File: src/rtl/crc8_pkg.sv
// rtl/crc8_pkg.sv - CRC-8 constants, framer state type and byte-update helper
// Contents: POLYNOMIAL, CRC_INIT, framer_state_t, crc8_next()
package crc8_pkg;

    localparam logic [7:0] POLYNOMIAL = 8'h07;
    localparam logic [7:0] CRC_INIT   = 8'h00;

    typedef enum logic [1:0] {
        ST_CLEAR    = 2'd0,
        ST_DATA     = 2'd1,
        ST_WAIT_CRC = 2'd2,
        ST_SEND_CRC = 2'd3
    } framer_state_t;

    // MSB-first, non-reflected CRC-8 update for one byte
    function automatic logic [7:0] crc8_next(input logic [7:0] crc, input logic [7:0] data);
        logic [7:0] c;
        c = crc ^ data;
        for (int i = 0; i < 8; i++) begin
            c = c[7] ? ({c[6:0], 1'b0} ^ POLYNOMIAL) : {c[6:0], 1'b0};
        end
        return c;
    endfunction

endpackage

File: src/rtl/crc8_framer_latency_counter.sv
// rtl/crc8_framer_latency_counter.sv - loadable down-counter timing the CRC settle window
// Ports: i_clk, i_rst, i_load, i_load_val, i_dec, o_done (high on the final counted cycle)
module crc8_latency_counter #(
    parameter int WIDTH = 3
) (
    input  logic             i_clk,
    input  logic             i_rst,
    input  logic             i_load,
    input  logic [WIDTH-1:0] i_load_val,
    input  logic             i_dec,
    output logic             o_done
);

    logic [WIDTH-1:0] r_count;

    always_ff @(posedge i_clk) begin
        if (i_rst) begin
            r_count <= '0;
        end else if (i_load) begin
            r_count <= i_load_val;
        end else if (i_dec && (r_count != '0)) begin
            r_count <= r_count - 1'b1;
        end
    end

    // Done while the count is at 1: this decrement takes it to zero, so the
    // owner leaves its wait state after exactly load_val counted cycles.
    assign o_done = (r_count <= WIDTH'(1));

endmodule

File: src/rtl/crc8_framer.sv
// rtl/crc8_framer.sv - forwards a valid/ready/last byte frame and appends its CRC-8 trailer
// Ports: clk_i, rst_i; s_data_i/s_valid_i/s_last_i/s_ready_o upstream;
//        m_data_o/m_valid_o/m_last_o/m_ready_i downstream; crc_data_o/crc_valid_o/
//        crc_clear_o/crc_i to an external crc8 core; frames_o when CRC8_FRAMER_STATS_EN
// Optional feature macro: CRC8_FRAMER_STATS_EN
module crc8_framer
    import crc8_pkg::*;
#(
    parameter int CRC_LATENCY = 1
`ifdef CRC8_FRAMER_STATS_EN
    ,
    parameter int STATS_WIDTH = 16
`endif
) (
    input  logic       clk_i,
    input  logic       rst_i,
    input  logic [7:0] s_data_i,
    input  logic       s_valid_i,
    input  logic       s_last_i,
    output logic       s_ready_o,
    output logic [7:0] m_data_o,
    output logic       m_valid_o,
    output logic       m_last_o,
    input  logic       m_ready_i,
    output logic [7:0] crc_data_o,
    output logic       crc_valid_o,
    output logic       crc_clear_o,
    input  logic [7:0] crc_i
`ifdef CRC8_FRAMER_STATS_EN
    ,
    output logic [STATS_WIDTH-1:0] frames_o
`endif
);

    localparam int COUNT_W = $clog2(CRC_LATENCY + 1);

    framer_state_t r_state;
    logic [7:0]    r_m_data;
    logic          r_m_valid;
    logic          r_m_last;

    logic w_out_free;
    logic w_accept;
    logic w_cnt_done;

    // The output slot can take a new byte when empty or when it drains this cycle
    assign w_out_free = !r_m_valid || m_ready_i;
    assign s_ready_o  = !rst_i && (r_state == ST_DATA) && w_out_free;
    assign w_accept   = s_valid_i && s_ready_o;

    // The CRC core sees the byte in the same cycle it is accepted
    assign crc_data_o  = s_data_i;
    assign crc_valid_o = w_accept;
    assign crc_clear_o = rst_i || (r_state == ST_CLEAR);

    crc8_latency_counter #(
        .WIDTH(COUNT_W)
    ) u_lat (
        .i_clk      (clk_i),
        .i_rst      (rst_i),
        .i_load     (w_accept && s_last_i),
        .i_load_val (COUNT_W'(CRC_LATENCY)),
        .i_dec      (r_state == ST_WAIT_CRC),
        .o_done     (w_cnt_done)
    );

    always_ff @(posedge clk_i) begin
        if (rst_i) begin
            r_state   <= ST_CLEAR;
            r_m_data  <= 8'h00;
            r_m_valid <= 1'b0;
            r_m_last  <= 1'b0;
        end else begin
            // Drain by default; a load below overrides it in the same cycle
            if (r_m_valid && m_ready_i) begin
                r_m_valid <= 1'b0;
                r_m_last  <= 1'b0;
            end
            case (r_state)
                ST_CLEAR: r_state <= ST_DATA;
                ST_DATA: begin
                    if (w_accept) begin
                        r_m_data  <= s_data_i;
                        r_m_valid <= 1'b1;
                        r_m_last  <= 1'b0;
                        if (s_last_i) r_state <= ST_WAIT_CRC;
                    end
                end
                ST_WAIT_CRC: begin
                    if (w_cnt_done) r_state <= ST_SEND_CRC;
                end
                ST_SEND_CRC: begin
                    if (w_out_free) begin
                        r_m_data  <= crc_i;
                        r_m_valid <= 1'b1;
                        r_m_last  <= 1'b1;
                        r_state   <= ST_CLEAR;
                    end
                end
                default: r_state <= ST_CLEAR;
            endcase
        end
    end

    assign m_data_o  = r_m_data;
    assign m_valid_o = r_m_valid;
    assign m_last_o  = r_m_last;

`ifdef CRC8_FRAMER_STATS_EN
    logic [STATS_WIDTH-1:0] r_frames;

    always_ff @(posedge clk_i) begin
        if (rst_i) begin
            r_frames <= '0;
        end else if (r_m_valid && m_ready_i && r_m_last) begin
            r_frames <= r_frames + 1'b1;
        end
    end

    assign frames_o = r_frames;
`endif

endmodule

File: config.mk
export PLATFORM = sky130hd
export DESIGN_NAME = crc8_framer
export DESIGN_NICKNAME = d
export VERILOG_FILES = /design/src/rtl/crc8_pkg.sv /design/src/rtl/crc8_framer_latency_counter.sv /design/src/rtl/crc8_framer.sv
export SDC_FILE = /design/constraint.sdc
export NUM_CORES = 1
export LEC_CHECK = 0
export ABC_AREA = 1
export BUFFER_PORTS_ARGS = -buffer_cell sky130_fd_sc_hd__buf_2
export CAP_MARGIN = 20
export CORE_UTILIZATION = 44
export CTS_CLUSTER_SIZE = 30
export DETAILED_ROUTE_END_ITERATION = 8
export PLACE_DENSITY = 0.85
export SLEW_MARGIN = 0
export SYNTH_ARGS = -nofsm -noshare
export SYNTH_HDL_FRONTEND = slang
export SYNTH_HIERARCHICAL = 1
export SYNTH_SLANG_ARGS = --single-unit
export TNS_END_PERCENT = 1
File: constraint.sdc
create_clock -name clk_i -period 1.6 [get_ports clk_i]
set_input_delay 0.08 -clock clk_i [delete_from_list [all_inputs] [get_ports clk_i]]
set_output_delay 0.08 -clock clk_i [all_outputs]
set_load 0.03 [all_outputs]
### Word-level counts from Yosys, hierarchy flattened

Index checks and enable logic that the tools add are counted.
W data, S select, Z words.

| storage, ports and cells | value |
|---|---|
| register bits | 13 |
| memory bits (writable) | 0 |
| latch bits | 0 |
| memories | 0 |
| ROM bits | 0 |
| output and inout bits | 21 |

| operators by class | value |
|---|---|
| divide/modulo/power cells | 0 |
| $mul | 0 |
| $lt $le $gt $ge | 1 |
| bitwise logic cells | 0 |
| shift-type cells | 0 |
| muxes and demuxes | 18 |
| $add $sub $neg | 1 |
| eq/ne operators | 7 |
| reductions and logical operators | 15 |

Operator list:

| cell | count |
|---|---|
| $mux W8 | 2 |
| $pmux W8 S2 | 1 |
| $mux W1 | 8 |
| $mux W2 | 4 |
| $ne A2 B2 Y1 const B | 4 |
| $pmux W2 S4 | 1 |
| $logic_and A1 B1 Y1 | 6 |
| $eq A2 B2 Y1 const B | 2 |
| $pmux W1 S2 | 2 |
| $reduce_and A4 Y1 | 1 |
| $reduce_bool A2 Y1 | 2 |
| $reduce_and A3 Y1 | 1 |
| $eq A2 B1 Y1 const B | 1 |
| $logic_not A1 Y1 | 2 |
| $logic_not A2 Y1 | 1 |
| $logic_or A1 B1 Y1 | 2 |
| $le A1 B1 Y1 const B | 1 |
| $sub A1 B1 Y1 const B | 1 |

### Depth between registers and ports, before layout

Gate-level depths: netlist (run 1).

| logic depth | value |
|---|---|
| depth in word-level cells | 6 |
| depth in mapped cells | 10 |
| gate-level depth less buffers | 10 |

### By module

The synthesis (run 1) kept the hierarchy.

By module, submodules not included:

| module | instances | seq. area each (um^2) | cells each | area each (um^2) |
|---|---|---|---|---|
| crc8_framer | 1 | 240.2 | 112 | 817.0 |
| crc8_latency_counter | 1 | 0.0 | 2 | 11.3 |

### Least setup slack after synthesis (run 1)

No wires, ideal clock.

| timing | value |
|---|---|
| kind | reg2out |
| from | register r_state[1] |
| to | output s_ready_o |
| path slack | 119 ps |
| cell stages (with the launch flop) | 5 |
| arrival time | 1401 ps |
| required time | 1520 ps |
| buffers on the path | 0 |
| cells stage by stage | dfxtp_1 inv_1 ha_1 inv_1 nor3_1 |

| on the way | value |
|---|---|
| cells in the longest elaborated chain, start to end | 3 |

Ends and longest elaborated chain:

| what | RTL line | text |
|---|---|---|
| start: declaration | crc8_framer.sv:37 | `framer_state_t r_state;` |
| start signal: assignment | crc8_framer.sv:69 | `r_state <= ST_CLEAR;` |
| start signal: assignment | crc8_framer.sv:80 | `ST_CLEAR: r_state <= ST_DATA;` |
| start signal: assignment | crc8_framer.sv:86 | `if (s_last_i) r_state <= ST_WAIT_CRC;` |
| $eq A2 B1 Y1 | crc8_framer.sv:48 | `assign s_ready_o = !rst_i && (r_state == ST_DATA) && w_out_free;` |
| $logic_and A1 B1 Y1 (2 in series) | crc8_framer.sv:48 |  |
| end: declaration | crc8_framer.sv:20 | `output logic s_ready_o,` |

No other way between the ends.

### Final worst setup path (run 1)

| timing | value |
|---|---|
| from | register r_state[1] |
| to | output crc_valid_o |

| on the way | value |
|---|---|
| cells in the longest elaborated chain, start to end | 4 |

Ends and longest elaborated chain:

| what | RTL line | text |
|---|---|---|
| $eq A2 B1 Y1 | crc8_framer.sv:48 |  |
| $logic_and A1 B1 Y1 (2 in series) | crc8_framer.sv:48 |  |
| $logic_and A1 B1 Y1 | crc8_framer.sv:49 | `assign w_accept = s_valid_i && s_ready_o;` |
| end: declaration | crc8_framer.sv:26 | `output logic crc_valid_o,` |

No other way between the ends.

==> impl_metrics.json, run 1 <==
{
  "totalWireLength_mm": 1.779,
  "netlist_area_um2": 820.8,
  "finalCritPeriodShare_pct": 93.45,
  "worstPathCellList": "inv_2 -> ha_4 -> inv_1 -> nor2_2 -> nand3_2 -> inv_2 -> buf_4",
  "clk_pin_slew_ps": 70,
  "vias": 826,
  "yosysWarnings": 6,
  "fmax_ghz": 0.6688,
  "hp-start": "rst_i",
  "root_buffer": "clkbuf_4",
  "critPathKind": "flip-flop to output pin",
  "core-area_um2": 1745,
  "area_growth_pct": 26.37,
  "rrSetupSlack_ps": 150,
  "drc": 0,
  "die-height_um": 45.19,
  "worstPathMaxFanout": 4,
  "die_w_um": 45.19,
  "synth.net_count": 138,
  "ir_drop_uv": 634.6,
  "layout.nets": 174,
  "rr_worst_depth": 10,
  "place_hpwl_mm": 1.389,
  "fillers": 172,
  "dr_wl_met2_um": 914,
  "critPathSlowestCell": "dfxtp_1",
  "min_to": "m_valid_o",
  "crit_family": "buffers and inverters",
  "powerDensity_nw_per_um2": 1486,
  "hp-class": "primary input to flip-flop",
  "drt-wirelength-per-cell_um": 10.40,
  "grt_first_pass_wirelength_mm": 2.656,
  "insertion_delay_ps": 270,
  "syn_inst": 112,
  "htreeDepth": 1,
  "rsz0062_at_grt": "no",
  "status": "completed",
  "dieArea_um2": 2042,
  "layout_setup_ws_ps": 104.8,
  "startpoint_type": "flip-flop",
  "ant_nets": 0,
  "met1Wirelength_um": 758,
  "drive_gt1_share_pct": 39.04,
  "critPathCaptureType": "output pin",
  "required_ps": 1520,
  "initialDrtViolationCount": 11,
  "crit_buf_inv": 4,
  "cp.arrival_ps": 1420,
  "globalRouteTotalUtil_pct": 17.74,
  "dr.max_layer_used": "met4",
  "wl_met3_um": 86,
  "final_cell_mix": "buf_2 (40), nand2_1 (20), inv_1 (12)",
  "grt-ovfl-total": 0,
  "drv_cap": 0,
  "cts_buffers": 3,
  "final_common_cell": "buf_2",
  "num_antenna_cells": 0,
  "drv_slew": 0,
  "row_count": 15,
  "grt_max_degree": 17,
  "skew_ps": 0.8293,
  "min_period_ps": 1495,
  "syn_avg_cell_area_um2": 7.328,
  "pre_cts_slack_ps": -32.38,
  "setup_viol": 0,
  "path_common_cell": "inv_2",
  "critical-path-max-stage-delay_ps": 340,
  "whs_ps": 40.30,
  "dr.pass1.iters": 4,
  "cts_tree": "yes",
  "hold_depth": 2,
  "clk_path_buf_depth": 2,
  "numPortBuffers": 41,
  "timing.rr.start": "r_state[1]",
  "ios": 42,
  "hold_violations": 0,
  "reg2reg_to": "m_data_o[6]",
  "grt_pass1_vias": 702,
  "start_util_pct": 47.03,
  "p_leak_nw": 0.5555,
  "gp_congestion": 0.8639,
  "cts.sinks": 12,
  "viasPerCell": 4.830,
  "antenna_found_initial": 0
}
## worst max-delay path by stage
stage | start | to | slack, ps | cells past startpoint
after floorplan | r_state[1] | s_ready_o | 120 | 4
after global placement | r_state[0] | m_data_o[1] | 90 | 6
after detailed placement | r_state[1] | m_data_o[6] | -30 | 9
after CTS | r_state[0] | crc_clear_o | 50 | 4
after global routing | r_state[1] | crc_valid_o | 10 | 7
final | r_state[1] | crc_valid_o | 100 | 7
## registers in the layout (all words and copies together), names as in the netlist
signal / count
r_state: 2
m_last_o: 1
m_valid_o: 1
m_data_o: 8
## layout make-up
cell class / count / area (µm²) / area share (%)
inverter: 14 / 52.55 / 5.066
tap: 25 / 31.28 / 3.016
multi-input combinational: 73 / 446.7 / 43.06
timing repair buffer: 44 / 242.7 / 23.40
sequential: 12 / 241.5 / 23.28
clock buffer: 3 / 22.52 / 2.171
## worst register-to-register path, delay by kind of cell (launching register included)
| family | cells | cell delay, ps |
|---|---|---|
| and+or+nand+nor | 5 | 400 |
| DFF | 1 | 340 |
| buffers and inverters | 3 | 330 |
| AOI/OAI and AO/OA | 1 | 110 |
| adders and majority gates | 1 | 170 |
## stage by stage
stage	setup TNS, ps	cell area, µm²	std cells	util [%]	total power, mW
finish	0	1037	171	59.43	1.542
global route	0	1037	171	59.43	1.642
CTS	0	1013	170	58.06	1.498
detailed placement	-166.4	970.9	167	55.63	1.279
global placement	0	970.9	167	55.63	1.233
floorplan	0	820.8	112	-	1.099
## repair_timing
item,in CTS,in global routing
endpoints found under the setup margin,9,5
hold buffers,0,0
resized for setup,4,4
setup buffers,0,1
pin swaps,0,1
## layer usage
metal	GRT usage [%]	vias up
met5	0	-
met1	18.73	376
met4	4.848	0
met2	33.04	31
met3	6.000	2
li1	-	417
## where the power goes
group	internal [mW]	switching (mW)	leakage [nW]
combinational	0.341	0.566	0.443
clock	0.0871	0.0943	0.0138
sequential	0.391	0.0627	0.0985
total	0.819	0.723	0.555
Note: power is estimated with default switching activity, not from simulation.
==> inputs of run 2 (changes only) <==
- PLACE_DENSITY: 0.85 -> 0.89
==> run 2 against run 1 <==
Register-to-register slack barely moved. Critical path depth unchanged. Clock-buffer cell count grew 1. Die area stayed put. Worst setup slack worse by 8.8 ps. Non-clock buffer count is 1 higher. Via count up 2.2%. Sequential cell count unchanged. Worst hold slack got worse by 16 ps. Critical path type unchanged.
==> impl_metrics.json, run 2 (synthesis results as in run 1) <==
{
  "place_hpwl_mm": 1.350,
  "fin_cells": 174,
  "die-height_um": 45.19,
  "hold_depth": 2,
  "clk_pin_slew_ps": 90,
  "globalRouteTotalUtil_pct": 18.16,
  "drc": 0,
  "hp-start": "rst_i",
  "dieArea_um2": 2042,
  "skew_ps": 10.85,
  "final_common_cell": "buf_2",
  "required_ps": 1520,
  "clk_path_buf_depth": 2,
  "cts.sinks": 12,
  "hp-class": "primary input to flip-flop",
  "core-area_um2": 1745,
  "drive_gt1_share_pct": 40.27,
  "drv_slew": 0,
  "root_buffer": "clkbuf_4",
  "largest_reg_flops": 8,
  "placed_cells": 167,
  "critPathKind": "flip-flop to output pin",
  "cts_tree": "yes",
  "ir_drop_uv": 815.9,
  "powerDensity_nw_per_um2": 1527,
  "antenna_found_initial": 0,
  "grt-ovfl-total": 0,
  "insertion_delay_ps": 290,
  "critPathCaptureType": "output pin",
  "start_util_pct": 47.03,
  "rsz0062_at_grt": "no",
  "finalPower_mw": 1.622,
  "layout.nets": 176,
  "initialDrtViolationCount": 12,
  "hold_buffers": 0,
  "numPortBuffers": 41,
  "area_growth_pct": 29.42,
  "gp_congestion": 0.8294,
  "grt_first_pass_wirelength_mm": 2.670,
  "ant_nets": 0,
  "die_w_um": 45.19,
  "startpoint_type": "flip-flop",
  "totalWireLength_mm": 1.903,
  "rr_worst_depth": 6,
  "htreeDepth": 1,
  "cts_buffers": 3,
  "vias": 844,
  "dr.pass1.iters": 4,
  "row_count": 15,
  "worstPathMaxFanout": 5,
  "worstSetupStartpoint": "r_state[1]",
  "drt-wirelength-per-cell_um": 10.94,
  "viasPerCell": 4.851,
  "ios": 42,
  "min_period_ps": 1504,
  "finalCritPeriodShare_pct": 94.01,
  "status": "completed",
  "cp.arrival_ps": 1420,
  "p_leak_nw": 0.5687,
  "final_cell_mix": "buf_2 (40), nand2_1 (20), inv_1 (12)",
  "setup_viol": 0,
  "timing.rr.start": "r_state[1]",
  "grt_pass1_vias": 649,
  "hold_violations": 0,
  "drv_cap": 0,
  "grt_max_degree": 17,
  "fmax_ghz": 0.6649,
  "num_antenna_cells": 0
}
==> run 2: path summary, 6_finish.rpt <==
| check | endpoint | slack [ps] |
|---|---|---|
| max | crc_valid_o | 100 |
| min | m_valid_o | 20 |
| max reg2reg | m_data_o[0] | 150 |
| min reg2reg | m_data_o[3] | 480 |
==> run 2: worst max-delay path: stages (launching register included) <==
cell and delay, ps:
dfxtp_1 350, inv_2 100, ha_4 150, inv_1 50, nor2_2 120, nand3_4 130, inv_2 80, buf_4 150
==> run 2: layout make-up <==
cell class,instances,area (µm²)
Fill cell,146,683.2
Multi-Input combinational cell,74,462.9
Sequential cell,12,241.5
Timing Repair Buffer,45,237.7
Inverter,14,52.55
Clock buffer,4,36.28
Tap cell,25,31.28
==> run 2: timing repair <==
action	4_1_cts	5_1_grt
gates resized for setup	2	6
endpoints found under the hold margin	0	0
pin swaps	0	1
buffers inserted	0	2
cloned	0	1
setup endpoints to repair	9	10
==> run 2: layer usage <==
metal	vias up	global-route usage (%)	wire (µm)
met4	0	9.091	42
met1	373	20.92	784
met3	8	3.600	119
met5	-	0	0
met2	39	31.59	957
li1	424	-	-
==> run 2: power by group <==
| part | internal (mW) | switching, mW | leakage [nW] |
|---|---|---|---|
| combinational | 0.335 | 0.583 | 0.449 |
| sequential | 0.391 | 0.0597 | 0.0985 |
| clock | 0.139 | 0.114 | 0.0210 |
==> run 2: per-stage QoR <==
stage | setup TNS [ps] | setup slack, ps | util [%] | instance area [µm²] | hold WS [ps]
finish | 0 | 95.91 | 60.86 | 1062 | 24.37
global route | 0 | 10.27 | 60.86 | 1062 | 34.58
CTS | 0 | 8.374 | 57.99 | 1012 | 10.50
detailed placement | -5.082 | -5.082 | 55.63 | 970.9 | 319.7
global placement | 0 | 106.5 | 55.63 | 970.9 | 308.1
floorplan | 0 | 119.0 | - | 820.8 | 149.4
==> inputs of run 3 (changes only) <==
- CELL_PAD_IN_SITES_DETAIL_PLACEMENT: unset -> 1
- CELL_PAD_IN_SITES_GLOBAL_PLACEMENT: unset -> 2
- CORE_UTILIZATION: 44 -> 24
- CTS_BUF_LIST: unset -> sky130_fd_sc_hd__clkbuf_8
- PLACE_DENSITY: 0.89 -> 0.93
==> run 3 against run 2 <==
Clock-buffer cell count stayed put. Largest power group unchanged. Worst setup slack worse by 28 ps. Critical path depth is 1 lower. Sequential cell count stayed put. Worst hold slack better by 47 ps. Combinational power is 2.8% higher. Die area is 79% higher. Global-route usage is 6.5 points lower. Cell count is 11% higher. Wire length is 23% higher. Register-to-register slack worse by 50 ps.
==> impl_metrics.json, run 3 (synthesis results as in run 1) <==
{
  "status": "completed",
  "clk_pin_slew_ps": 50,
  "multi_input_area_um2": 462.9,
  "dieArea_um2": 3658,
  "comb_power_share_pct": 54.7,
  "ios": 42,
  "area_growth_pct": 35.37,
  "seq_area_um2": 240.2,
  "cts_buffers": 3,
  "grt-ovfl-total": 0,
  "grt_pass1_vias": 781,
  "layout_setup_ws_ps": 67.88,
  "finalCritPeriodShare_pct": 95.76,
  "startpoint_type": "flip-flop",
  "critPathCaptureType": "output pin",
  "drv_slew": 0,
  "p_seq_share_pct": 26.2,
  "layout.nets": 177,
  "dr.pass1.iters": 3,
  "hp-class": "primary input to flip-flop",
  "critPathSlowestCell": "dfxtp_1",
  "drt-wirelength-per-cell_um": 12.04,
  "grt_first_pass_wirelength_mm": 3.215,
  "worstPathCellList": "ha_4 -> inv_1 -> nor2_2 -> nand3_4 -> inv_1 -> buf_4",
  "place_hpwl_mm": 1.705,
  "cts.sinks": 12,
  "min_to": "m_valid_o",
  "clk_path_buf_depth": 2,
  "hold_depth": 2,
  "hold_buffers": 0,
  "hold_violations": 0,
  "reg2reg_to": "m_data_o[6]",
  "ir_drop_uv": 528.4,
  "setup_viol": 0,
  "die-height_um": 60.48,
  "p_leak_nw": 0.5836,
  "gp_congestion": 0.7854,
  "num_antenna_cells": 0,
  "ant_nets": 0,
  "worstPathMaxFanout": 5,
  "internal_power_mw": 0.9515,
  "viasPerCell": 4.351,
  "critical-path-max-stage-delay_ps": 420,
  "final_cell_mix": "buf_2 (40), nand2_1 (20), inv_1 (13)",
  "crit_family": "flip-flops",
  "fmax_ghz": 0.6527,
  "final_common_cell": "buf_2",
  "timing.rr.start": "r_state[0]",
  "core-area_um2": 3153,
  "antenna_found_initial": 0,
  "numPortBuffers": 41,
  "initialDrtViolationCount": 12,
  "row_count": 20,
  "vias": 844,
  "required_ps": 1520,
  "start_util_pct": 26.03,
  "rr_worst_depth": 6,
  "pre_cts_slack_ps": -55.20,
  "drc": 0,
  "swShare_pct": 44.91,
  "pwr-share-clk_pct": 19.2,
  "totalWireLength_mm": 2.336,
  "drive_gt1_share_pct": 39.33,
  "insertion_delay_ps": 240,
  "cp.arrival_ps": 1450,
  "hp-start": "rst_i",
  "drv_cap": 0,
  "min_period_ps": 1532,
  "grt_max_degree": 17,
  "rrSetupSlack_ps": 100,
  "powerDensity_nw_per_um2": 1555,
  "root_buffer": "clkbuf_8",
  "path_common_cell": "inv_1",
  "worstSetupStartpoint": "r_state[0]",
  "finalPower_mw": 1.727,
  "cts_tree": "yes",
  "htreeDepth": 1,
  "die_w_um": 60.48,
  "critPathKind": "flip-flop to output pin",
  "globalRouteTotalUtil_pct": 11.69,
  "crit_buf_inv": 3,
  "largest_reg_flops": 8,
  "fillers": 414,
  "switchingPower_mw": 0.7757,
  "skew_ps": 3.440
}
[run 3: cell types whose count changed in the layout (fill, tap and decap cells not counted), sizes merged]
cell,previous run,this run
buf,45,46
[run 3: per-layer routing]
metal | part of all wire, % | routed length [µm] | up-vias | GRT usage (%)
met5 | 0 | 0 | - | 0
met4 | 0 | 0 | 0 | 1.948
met3 | 5.0 | 117 | 0 | 2.559
met2 | 54 | 1261 | 29 | 23.55
met1 | 41 | 956 | 387 | 12.39
li1 | - | - | 428 | -
[run 3: stage by stage]
step / TNS (ps) / utilization (%) / hold WS, ps / instances / cell area (µm²)
2_1_floorplan: 0 / - / 149.4 / 112 / 820.8
3_3_place_gp: 0 / 31.55 / 320.2 / 186 / 994.7
3_5_place_dp: -283.4 / 31.55 / 318.2 / 186 / 994.7
4_1_cts: 0 / 33.69 / 64.40 / 190 / 1062
5_1_grt: -0.4889 / 35.24 / 88.72 / 194 / 1111
6_report: 0 / 35.24 / 71.20 / 194 / 1111
[run 3: repair_timing]
| item | 4_1_cts | 5_1_grt |
|---|---|---|
| pin swaps | 0 | 1 |
| cloned | 0 | 1 |
| resized for setup | 3 | 3 |
| setup buffers | 0 | 3 |
| setup endpoints to repair | 8 | 12 |
[run 3: final cells by class]
type / instances / area share, %
inverter: 14 / 4.730
tap: 44 / 4.955
multi-input combinational: 74 / 41.67
timing repair buffer: 46 / 22.07
clock buffer: 4 / 4.955
sequential: 12 / 21.62
[run 3: how the worst max path moves through the flow]
stage | end | slack [ps] | cells after the start
floorplan | s_ready_o | 120 | 4
global placement | m_data_o[2] | 60 | 9
detailed placement | m_data_o[5] | -60 | 9
CTS | crc_valid_o | 10 | 7
global route | crc_valid_o | -0.5 | 7
finish | crc_valid_o | 70 | 6
[run 3: power groups by stage]
stage	sequential [mW]	clock [mW]	combinational, mW
4_1_cts	0.445	0.336	0.865
5_1_grt	0.464	0.346	1.04
6_report	0.452	0.331	0.944
2_1_floorplan	0.570	0	0.529
3_3_place_gp	0.446	0	0.803
3_5_place_dp	0.451	0	0.845
